$ cat src/rtl/decoder_scan_if.sv
// Handshake bundle between a select-code source and the decoder/scanner.
// Source drives enable, mode and select code; decoder returns the decode result.
// No backpressure: the source may change inputs every cycle.
interface decoder_scan_if #(
    parameter int N = 3
);
    logic            en;
    logic            mode;
    logic [N-1:0]    y;
    logic [2**N-1:0] d;
    logic [N-1:0]    idx;
    logic            wrap;

    modport master (output en, mode, y, input d, idx, wrap);
    modport slave  (input en, mode, y, output d, idx, wrap);
endinterface

$ cat src/rtl/decoder_scan.sv
// One-hot decoder with direct-select and auto-scan (DWELL cycles per code) modes.
// Latency: one clock from sampled inputs to registered d/idx/wrap.
// No backpressure; en=0 blanks d and freezes scan state. Macro: DECODER_SCAN_ACTIVE_LOW_EN.
module decoder_scan #(
    parameter int N     = 3,
    parameter int DWELL = 4
) (
    input  logic           clk,
    input  logic           rst,
    decoder_scan_if.slave  bus
);
    localparam int             W     = 2**N;
    localparam logic [7:0]     DLAST = 8'(DWELL - 1);
    localparam logic [N-1:0]   ILAST = '1;
`ifdef DECODER_SCAN_ACTIVE_LOW_EN
    // Active-low output: XOR the one-hot with all-ones, idle value is all-ones.
    localparam logic [W-1:0]   INV   = '1;
`else
    localparam logic [W-1:0]   INV   = '0;
`endif

    logic [N-1:0] scan_idx;   // code to be shown on the next enabled scan cycle
    logic [7:0]   dwell_cnt;  // cycles already spent on scan_idx
    logic         wrap_pend;  // next presented code 0 completes a sweep
    logic [W-1:0] d_q;
    logic [N-1:0] idx_q;
    logic         wrap_q;

    // Registered decode plus scan counters; direct mode keeps counters at zero
    // so entering scan always starts at code 0 with a full dwell and no wrap.
    always_ff @(posedge clk) begin
        if (rst) begin
            scan_idx  <= '0;
            dwell_cnt <= '0;
            wrap_pend <= 1'b0;
            d_q       <= INV;
            idx_q     <= '0;
            wrap_q    <= 1'b0;
        end else if (!bus.mode) begin
            scan_idx  <= '0;
            dwell_cnt <= '0;
            wrap_pend <= 1'b0;
            wrap_q    <= 1'b0;
            if (bus.en) begin
                d_q   <= (W'(1) << bus.y) ^ INV;
                idx_q <= bus.y;
            end else begin
                d_q   <= INV;
                idx_q <= '0;
            end
        end else if (bus.en) begin
            d_q    <= (W'(1) << scan_idx) ^ INV;
            idx_q  <= scan_idx;
            wrap_q <= wrap_pend;
            if (dwell_cnt == DLAST) begin
                dwell_cnt <= '0;
                scan_idx  <= scan_idx + 1'b1;
                wrap_pend <= (scan_idx == ILAST);
            end else begin
                dwell_cnt <= dwell_cnt + 8'd1;
                wrap_pend <= 1'b0;
            end
        end else begin
            // Frozen scan: blank outputs, counters and pending wrap hold.
            d_q    <= INV;
            idx_q  <= '0;
            wrap_q <= 1'b0;
        end
    end

    assign bus.d    = d_q;
    assign bus.idx  = idx_q;
    assign bus.wrap = wrap_q;
endmodule

$ cat src/flat_wrapper.sv
// flat-port wrapper written by rule: the top's interface ports become plain ports
module decoder_scan_flat 
#(
    parameter int N     = 3,
    parameter int DWELL = 4
)
  (clk, rst, bus_en, bus_mode, bus_y, bus_d, bus_idx, bus_wrap);
  decoder_scan_if #(.N(N)) bus_i ();
  input  logic clk;
  input  logic rst;
  input wire logic [$bits(bus_i.en)-1:0] bus_en;
  input wire logic [$bits(bus_i.mode)-1:0] bus_mode;
  input wire logic [$bits(bus_i.y)-1:0] bus_y;
  output wire logic [$bits(bus_i.d)-1:0] bus_d;
  output wire logic [$bits(bus_i.idx)-1:0] bus_idx;
  output wire logic [$bits(bus_i.wrap)-1:0] bus_wrap;
  assign bus_i.en = bus_en;
  assign bus_i.mode = bus_mode;
  assign bus_i.y = bus_y;
  assign bus_d = bus_i.d;
  assign bus_idx = bus_i.idx;
  assign bus_wrap = bus_i.wrap;
  decoder_scan #(.N(N), .DWELL(DWELL)) u_core (.clk(clk), .rst(rst), .bus(bus_i));
endmodule
$ cat config.mk
export PLATFORM = sky130hd
export DESIGN_NAME = decoder_scan_flat
export DESIGN_NICKNAME = d
export VERILOG_FILES = /design/src/rtl/decoder_scan_if.sv /design/src/rtl/decoder_scan.sv /design/src/flat_wrapper.sv
export SDC_FILE = /design/constraint.sdc
export NUM_CORES = 1
export LEC_CHECK = 0
export ABC_AREA = 1
export BUFFER_PORTS_ARGS = -buffer_cell sky130_fd_sc_hd__buf_4
export CORE_UTILIZATION = 50
export DETAILED_ROUTE_END_ITERATION = 8
export GPL_TIMING_DRIVEN = 0
export PLACE_DENSITY = 0.72
export SLEW_MARGIN = 20
export SYNTH_ARGS = -nofsm -noshare
export SYNTH_HDL_FRONTEND = slang
export SYNTH_SLANG_ARGS = --single-unit
$ cat constraint.sdc
create_clock -name clk -period 1.3 [get_ports clk]
set_input_delay 0.13 -clock clk [delete_from_list [all_inputs] [get_ports clk]]
set_output_delay 0.13 -clock clk [all_outputs]
set_load 0.01 [all_outputs]
==> metrics.log, run 1 <==
[metrics] status: finished clean
[metrics] share of the clock period used by the worst path after layout: 92.0%
[metrics] CTS tree: built
[metrics] clock buffer depth: 2
[metrics] Internal Pwr Total: 957 uW
[metrics] cell count of the worst hold path: 2
[metrics] post-synthesis adder-cell area fraction: 7.81%
[metrics] number of routed nets with antenna violations: 0
[metrics] effective utilization at floorplan: 54.9%
[metrics] library cell occupying the most area in the post-synthesis netlist: sky130_fd_sc_hd__dfxtp_1
[metrics] worst path cell trace: ha_1 > nand2_1 > nor2_2 > a21oi_1 > nor2_1
[metrics] Rel. slew slack: 83.9%
[metrics] Max stage delay cell, worst path: sky130_fd_sc_hd__dfxtp_1
[metrics] total negative slack for setup checks: 0 ps
[metrics] pwr/cell area: 936 nW/um^2
[metrics] maximum vdd drop: 0.646 mV
[metrics] global-route total usage across every layer: 19.8%
[metrics] total wirelength of the detailed-routed design: 2.23 mm
[metrics] post-placement cell count: 193
[metrics] antenna fix cells: 0
[metrics] number of DRC markers in iteration 0: 30
[metrics] number of iterations in the first detailed-routing pass: 4
[metrics] layout cells sized above 1: 19.3%
[metrics] sequential fraction of the synthesis area: 42.9%
[metrics] Final min period: 1200 ps
[metrics] CTS sink count: 24
[metrics] largest net degree at the start of global routing: 14
[metrics] worst endpoint data arrival time: 1450 ps
[metrics] core region area: 2040 sq um
[metrics] final max-slew violation count: 0
[metrics] achievable frequency: 0.836 GHz
[metrics] number of unique standard cell types used by synthesis: 20
[metrics] number of synthesized flops with an enable pin: 0
[metrics] Max Fanout on Critical Path: 4
[metrics] # DRC: 0
[metrics] footprint of the multi-input gates: 559 sq um
[metrics] post-cts sizing count: 0
[metrics] post-synthesis share of cell area spent on xor and xnor gates: 3.13%
[metrics] proportion of synthesized area in mux cells: 0%
[metrics] synth cell count leaders: sky130_fd_sc_hd__nand2_1, sky130_fd_sc_hd__dfxtp_1, sky130_fd_sc_hd__nor2_1
[metrics] family with the most delay on the worst path: simple AND/OR/NAND/NOR gates
[metrics] area fraction in compound gates after synthesis: 9.49%
[metrics] leak pwr: 0.544 nW
[metrics] worst hold path type: input pin to flip-flop
[metrics] floorplan die width: 49.4 microns
[metrics] latest clock arrival within the worst-skew pair: 320 ps
[metrics] via count of the first global-routing pass: 883
[metrics] Setup Fix Bufs, Post-CTS: 0
[metrics] overall via count from detail_route: 970
[metrics] net count after synthesis: 163
[metrics] Site Rows: 16
[metrics] routability congestion estimate from global placement: 0.851
[metrics] syn avg cell area: 7.52 sq um
[metrics] most numerous cell in the Yosys netlist: sky130_fd_sc_hd__nand2_1
[metrics] max-capacitance violation count: 0
[metrics] number of instances in the synthesized netlist: 149
[metrics] startpoint class of the critical path: flip-flop
[metrics] simple-gate portion of the synthesized area: 28.9%
[metrics] Fill cells: 188
[metrics] P&R area growth vs syn: 18.3%
[metrics] final number of hold-violating endpoints: 0
[metrics] routed length per instance: 11.3 microns
[metrics] first-pass GRT wire length: 3.72 mm
[metrics] clock-pin slew on the worst setup and hold paths: 130 ps
[metrics] relative contribution of the clock network to total power: 31.3%
[metrics] Yosys warning count: 0
[metrics] net switching power figure: 284 uW
[metrics] number of buffers and inverters on the critical path: 0
[metrics] Worst Reg2Reg Path Length in Cells: 5
[metrics] async set or reset register ratio after synthesis: 0%
[metrics] register share of total power: 60.4%
[metrics] worst clock skew on the final layout: 12.6 ps
[metrics] data required time of the worst path: 1550 ps
[metrics] final-stage net count: 186
[metrics] area used by sequential logic in the layout: 482 sq um
[metrics] antenna violations before repair: 0
[metrics] number of logic stages on the critical path including buffering: 5
[metrics] total of hold buffers inserted after clock tree synthesis: 0
[metrics] number of setup violations in the final report: 0
[metrics] worst hold slack across all endpoints: 59.3 ps
[metrics] Main synth FF type: sky130_fd_sc_hd__dfxtp_1
[metrics] die height: 49.4 microns
[metrics] top post-synthesis cells by area: sky130_fd_sc_hd__dfxtp_1, sky130_fd_sc_hd__nand2_1, sky130_fd_sc_hd__ha_1, sky130_fd_sc_hd__nor2_1, sky130_fd_sc_hd__nand3_1
[metrics] Synth Register Bits: 24
[metrics] Top Ports: 19
[metrics] slowest cell delay on critical path: 410 ps
[metrics] Worst Max-Slew Pin Slew: 241 ps
[metrics] quantity of I/O buffers inserted on ports: 17
[metrics] non-filler instance count after layout: 198
[metrics] Detailed Place HPWL: 1.68 mm
[metrics] unrepaired setup endpoints after global routing: no
[metrics] summed instance area of the synthesized netlist: 1120 sq um
[metrics] detailed-route vias per instance: 4.90
[metrics] largest family of logic cells by synthesized area: simple AND/OR/NAND/NOR gates
[metrics] portion of total power attributed to combinational logic: 8.4%
[metrics] number of buffers created by CTS: 3
[metrics] capturing element type of the critical path: flip-flop
[metrics] Max H-tree Level: 1
[metrics] leftover overflow at the end of global routing: 0
[metrics] sw frac: 22.9%
[metrics] fraction of post-synthesis cell area in the top cell type by area: 42.9%
[metrics] kind of critical path: flip-flop to flip-flop
[metrics] clock tree root driver cell: sky130_fd_sc_hd__clkbuf_4
[metrics] die area: 2440 sq um
flip-flops by register name, indices dropped and copies added (netlist names):
signal	count
u_core.bus.d	8
u_core.bus.idx	3
u_core.bus.wrap	1
u_core.dwell_cnt	8
u_core.scan_idx	3
u_core.wrap_pend	1
layout make-up:
class                   count  share of cell area, %
inverters                  18                   5.09
clock buffers               4                   2.74
multi-input cells         105                   42.2
well taps                  27                   2.55
flip-flops and latches     24                   36.3
repair buffers             17                   9.62
plain buffers               3                   1.51
power groups by stage:
stage                     Clock (mW)  Sequential, mW  Combinational (mW)
final                          0.388           0.750               0.104
after global routing           0.427           0.751               0.114
after CTS                      0.394           0.749               0.103
after detailed placement           0           0.766               0.102
after global placement             0           0.765               0.101
after floorplan                    0           0.769              0.0552
worst register-to-register path, cell delays in order, from the launching register on:
cell and delay [ps]:
sky130_fd_sc_hd__dfxtp_1 410, sky130_fd_sc_hd__ha_1 200, sky130_fd_sc_hd__nand2_1 120, sky130_fd_sc_hd__nor2_2 210
sky130_fd_sc_hd__a21oi_1 100, sky130_fd_sc_hd__nor2_1 100
metal layers:
metal	vias to the layer above	global-route usage [%]	part of all wire, %	wire length [microns]
met2	21	31.1	46	1020
met5	-	0	0	0
met4	0	8.33	0.58	13
met1	431	26.3	50	1120
li1	516	-	-	-
met3	2	3.74	3.6	81
cell families after synthesis:
kind of cell	count (synthesis)
DFF	24
AOI/OAI and AO/OA	20
and+or+nand+nor	73
buffers and inverters	21
xor gates and xnor gates	4
adders and majority gates	7
cells in the final DEF, fill, tap and decap left out:
cell type	count
sky130_fd_sc_hd__a21oi_1	12
sky130_fd_sc_hd__inv_1	17
sky130_fd_sc_hd__ha_1	7
sky130_fd_sc_hd__nand4_1	1
sky130_fd_sc_hd__nor2_2	3
sky130_fd_sc_hd__xnor2_1	1
sky130_fd_sc_hd__xor2_1	3
sky130_fd_sc_hd__nor2_4	3
sky130_fd_sc_hd__buf_2	1
sky130_fd_sc_hd__nand2_1	29
sky130_fd_sc_hd__nand2_2	1
sky130_fd_sc_hd__clkbuf_8	1
sky130_fd_sc_hd__nand3_1	14
sky130_fd_sc_hd__dfxtp_2	1
sky130_fd_sc_hd__clkbuf_4	3
sky130_fd_sc_hd__inv_2	1
sky130_fd_sc_hd__o211ai_1	1
sky130_fd_sc_hd__o21ai_0	5
sky130_fd_sc_hd__buf_4	19
sky130_fd_sc_hd__dfxtp_1	23
sky130_fd_sc_hd__o31ai_1	1
sky130_fd_sc_hd__nor2_1	23
sky130_fd_sc_hd__o22ai_1	1
stage by stage:
step                cell area, sq um  setup WS (ps)  total power [mW]  utilization [%]
floorplan                       1120            212             0.824                -
global placement                1280            119             0.866             62.8
detailed placement              1280           65.6             0.868             62.8
CTS                             1320           46.7              1.25             64.6
global route                    1330           13.7              1.29             65.0
finish                          1330            104              1.24             65.0
final timing paths:
kind / from / to / slack [ps]
worst max register to register: u_core.dwell_cnt[1] / u_core.scan_idx[2] / 100
worst max-delay path: u_core.dwell_cnt[1] / u_core.scan_idx[2] / 100
worst min-delay path: rst / u_core.bus.idx[2] / 60
worst min register to register: u_core.wrap_pend / u_core.bus.wrap / 490
(Power assumes the default switching activity.)
==> run 2, diff against run 1 <==
RECOVER_POWER = 100   (was default)
SKIP_LAST_GASP = 1   (was default)
TNS_END_PERCENT = 5   (was default)
==> run 2 against run 1 <==
Global-route usage did not move; cell count unchanged; non-clock buffer count stayed put; cell area decreased by 3.4%; total power is 0.41% lower; critical path depth is the same; die area unchanged; hold slack about the same; routed wire length increased by 0.85%; via count unchanged; register-to-register slack barely moved; highest routed layer unchanged.
==> metrics.log, run 2 (same netlist as run 1, synthesis figures left out) <==
[metrics] kind of critical path: flip-flop to flip-flop
[metrics] final number of hold-violating endpoints: 0 (unchanged)
[metrics] latest clock arrival within the worst-skew pair: 320 ps (about the same)
[metrics] number of buffers created by CTS: 3 (unchanged)
[metrics] register share of total power: 60.6% (+0.2 points)
[metrics] number of iterations in the first detailed-routing pass: 4 (unchanged)
[metrics] number of buffers and inverters on the critical path: 0 (unchanged)
[metrics] startpoint of the tightest hold check path: rst
[metrics] family with the most delay on the worst path: simple AND/OR/NAND/NOR gates
[metrics] Max H-tree Level: 1 (unchanged)
[metrics] first-pass GRT wire length: 3.72 mm (unchanged)
[metrics] Max stage delay cell, worst path: sky130_fd_sc_hd__dfxtp_1
[metrics] worst endpoint data arrival time: 1460 ps (about the same)
[metrics] maximum vdd drop: 0.646 mV (about the same)
[metrics] effective utilization at floorplan: 54.9% (unchanged)
[metrics] Final min period: 1200 ps (+5.67 ps)
[metrics] Fill cells: 197 (+4.8%)
[metrics] Top Ports: 19 (unchanged)
[metrics] crit path setup slack, layout: 98.8 ps (-5.67 ps)
[metrics] routability congestion estimate from global placement: 0.851 (unchanged)
[metrics] total wirelength of the detailed-routed design: 2.25 mm (+0.85%)
[metrics] leak pwr: 0.494 nW (-9.3%)
[metrics] detailed-route vias per instance: 4.90 (unchanged)
[metrics] met2 Track Usage GR: 31.1% (unchanged)
[metrics] antenna fix cells: 0 (unchanged)
[metrics] net switching power figure: 285 uW (+0.17%)
[metrics] floorplan die width: 49.4 microns (unchanged)
[metrics] Rel. slew slack: 83.9% (unchanged)
[metrics] final-stage net count: 186 (unchanged)
[metrics] worst path cell trace: ha_1 > nand2_1 > nor2_2 > a21oi_1 > nor2_1
[metrics] achievable frequency: 0.833 GHz (-0.47%)
[metrics] met1 Track Usage GR: 26.3% (unchanged)
[metrics] leading cell type in the layout, fill and taps excluded: sky130_fd_sc_hd__nand2_1
[metrics] relative contribution of the clock network to total power: 31.4% (about the same)
[metrics] Worst setup startpoint: u_core.dwell_cnt[1]
[metrics] pwr/cell area: 965 nW/um^2 (+3.1%)
[metrics] unrepaired setup endpoints after global routing: no
[metrics] Site Rows: 16 (unchanged)
[metrics] CTS tree: built
[metrics] R2R Path Start: u_core.dwell_cnt[1]
[metrics] routed length per instance: 11.4 microns (+0.85%)
[metrics] startpoint class of the critical path: flip-flop
[metrics] worst hold slack across all endpoints: 59.0 ps (-0.328 ps)
[metrics] post-placement cell count: 193 (unchanged)
[metrics] clock buffer depth: 2 (unchanged)
[metrics] layout cells sized above 1: 12.3% (-7.0 points)
[metrics] global-route met3 utilization: 3.74% (unchanged)
[metrics] non-filler instance count after layout: 198 (unchanged)
[metrics] Layout Cell Area excl Fill: 1280 sq um (-3.4%)
[metrics] share of the clock period used by the worst path after layout: 92.4% (+0.44 points)
[metrics] overall via count from detail_route: 970 (unchanged)
[metrics] portion of total power attributed to combinational logic: 8.0% (-0.4 points)
[metrics] clock tree root driver cell: sky130_fd_sc_hd__clkbuf_4
[metrics] slowest cell delay on critical path: 410 ps (about the same)
[metrics] number of routed nets with antenna violations: 0 (unchanged)
[metrics] CTS sink count: 24 (unchanged)
[metrics] slack of the worst reg-to-reg path: 100 ps (about the same)
[metrics] capturing element type of the critical path: flip-flop
[metrics] worst clock skew on the final layout: 12.0 ps (-0.568 ps)
[metrics] sw frac: 23.0% (+0.13 points)
[metrics] Max Fanout on Critical Path: 4 (unchanged)
[metrics] Detailed Place HPWL: 1.68 mm (unchanged)
[metrics] number of setup violations in the final report: 0 (unchanged)
[metrics] antenna violations before repair: 0 (unchanged)
[metrics] core region area: 2040 sq um (unchanged)
[metrics] max-capacitance violation count: 0 (unchanged)
[metrics] worst hold path type: input pin to flip-flop
[metrics] status: finished clean
[metrics] final max-slew violation count: 0 (unchanged)
[metrics] Internal Pwr Total: 952 uW (-0.58%)
[metrics] most frequent cells in the layout: sky130_fd_sc_hd__nand2_1, sky130_fd_sc_hd__nor2_1, sky130_fd_sc_hd__dfxtp_1
[metrics] die height: 49.4 microns (unchanged)
[metrics] placed standard-cell area: 1280 sq um (unchanged)
[metrics] total of hold buffers inserted after clock tree synthesis: 0 (unchanged)
[metrics] largest net degree at the start of global routing: 14 (unchanged)
[metrics] Worst Max-Slew Pin Slew: 241 ps (unchanged)
[metrics] total negative slack for setup checks: 0 ps (unchanged)
[metrics] number of DRC markers in iteration 0: 28 (-6.7%)
[metrics] via count of the first global-routing pass: 883 (unchanged)
[metrics] most congested layer reported by global routing: met2
[metrics] global-route total usage across every layer: 19.8% (unchanged)
[metrics] # DRC: 0 (unchanged)
[metrics] minimum setup slack after placement: 65.6 ps (unchanged)
[metrics] P&R area growth vs syn: 14.3%
[metrics] quantity of I/O buffers inserted on ports: 17 (unchanged)
[metrics] data required time of the worst path: 1550 ps (about the same)
[metrics] die area: 2440 sq um (unchanged)
[metrics] clock-pin slew on the worst setup and hold paths: 130 ps (about the same)
[metrics] leftover overflow at the end of global routing: 0 (unchanged)
-- run 2: metal layers --
layer | part of all wire (%) | vias up
li1 | - | 516
met1 | 49 | 428
met5 | 0 | -
met4 | 0.58 | 0
met3 | 4.8 | 2
met2 | 45 | 24
-- run 2: cell type report --
type / instances / area [sq um] / share of cell area, %
multi-input cells: 105 / 559 / 43.7
flip-flops and latches: 24 / 482 / 37.6
repair buffers: 17 / 82.6 / 6.45
inverters: 18 / 67.6 / 5.27
clock buffers: 4 / 36.3 / 2.83
well taps: 27 / 33.8 / 2.64
plain buffers: 3 / 20.0 / 1.56
-- run 2: power by group through the flow --
stage | registers, mW | logic, mW | clock network [mW]
after global placement | 0.765 | 0.101 | 0
after global routing | 0.751 | 0.109 | 0.427
after floorplan | 0.769 | 0.0552 | 0
after detailed placement | 0.766 | 0.102 | 0
final | 0.750 | 0.0985 | 0.389
after CTS | 0.749 | 0.103 | 0.394
-- run 2: worst paths after layout --
| path | endpoint | cells past startpoint |
|---|---|---|
| min | u_core.bus.idx[2] | 2 |
| max reg2reg | u_core.scan_idx[2] | 5 |
| min reg2reg | u_core.bus.wrap | 2 |
| max | u_core.scan_idx[2] | 5 |
-- run 2: repair_timing --
action	4_1_cts	5_1_grt
resized for setup	0	1
buffers inserted	0	0
setup endpoints to repair	0	7
-- run 2: through the flow --
stage               utilization [%]  power, mW
finish                         62.7       1.24
global route                   62.7       1.29
CTS                            64.6       1.25
detailed placement             62.8      0.868
global placement               62.8      0.866
floorplan                         -      0.824
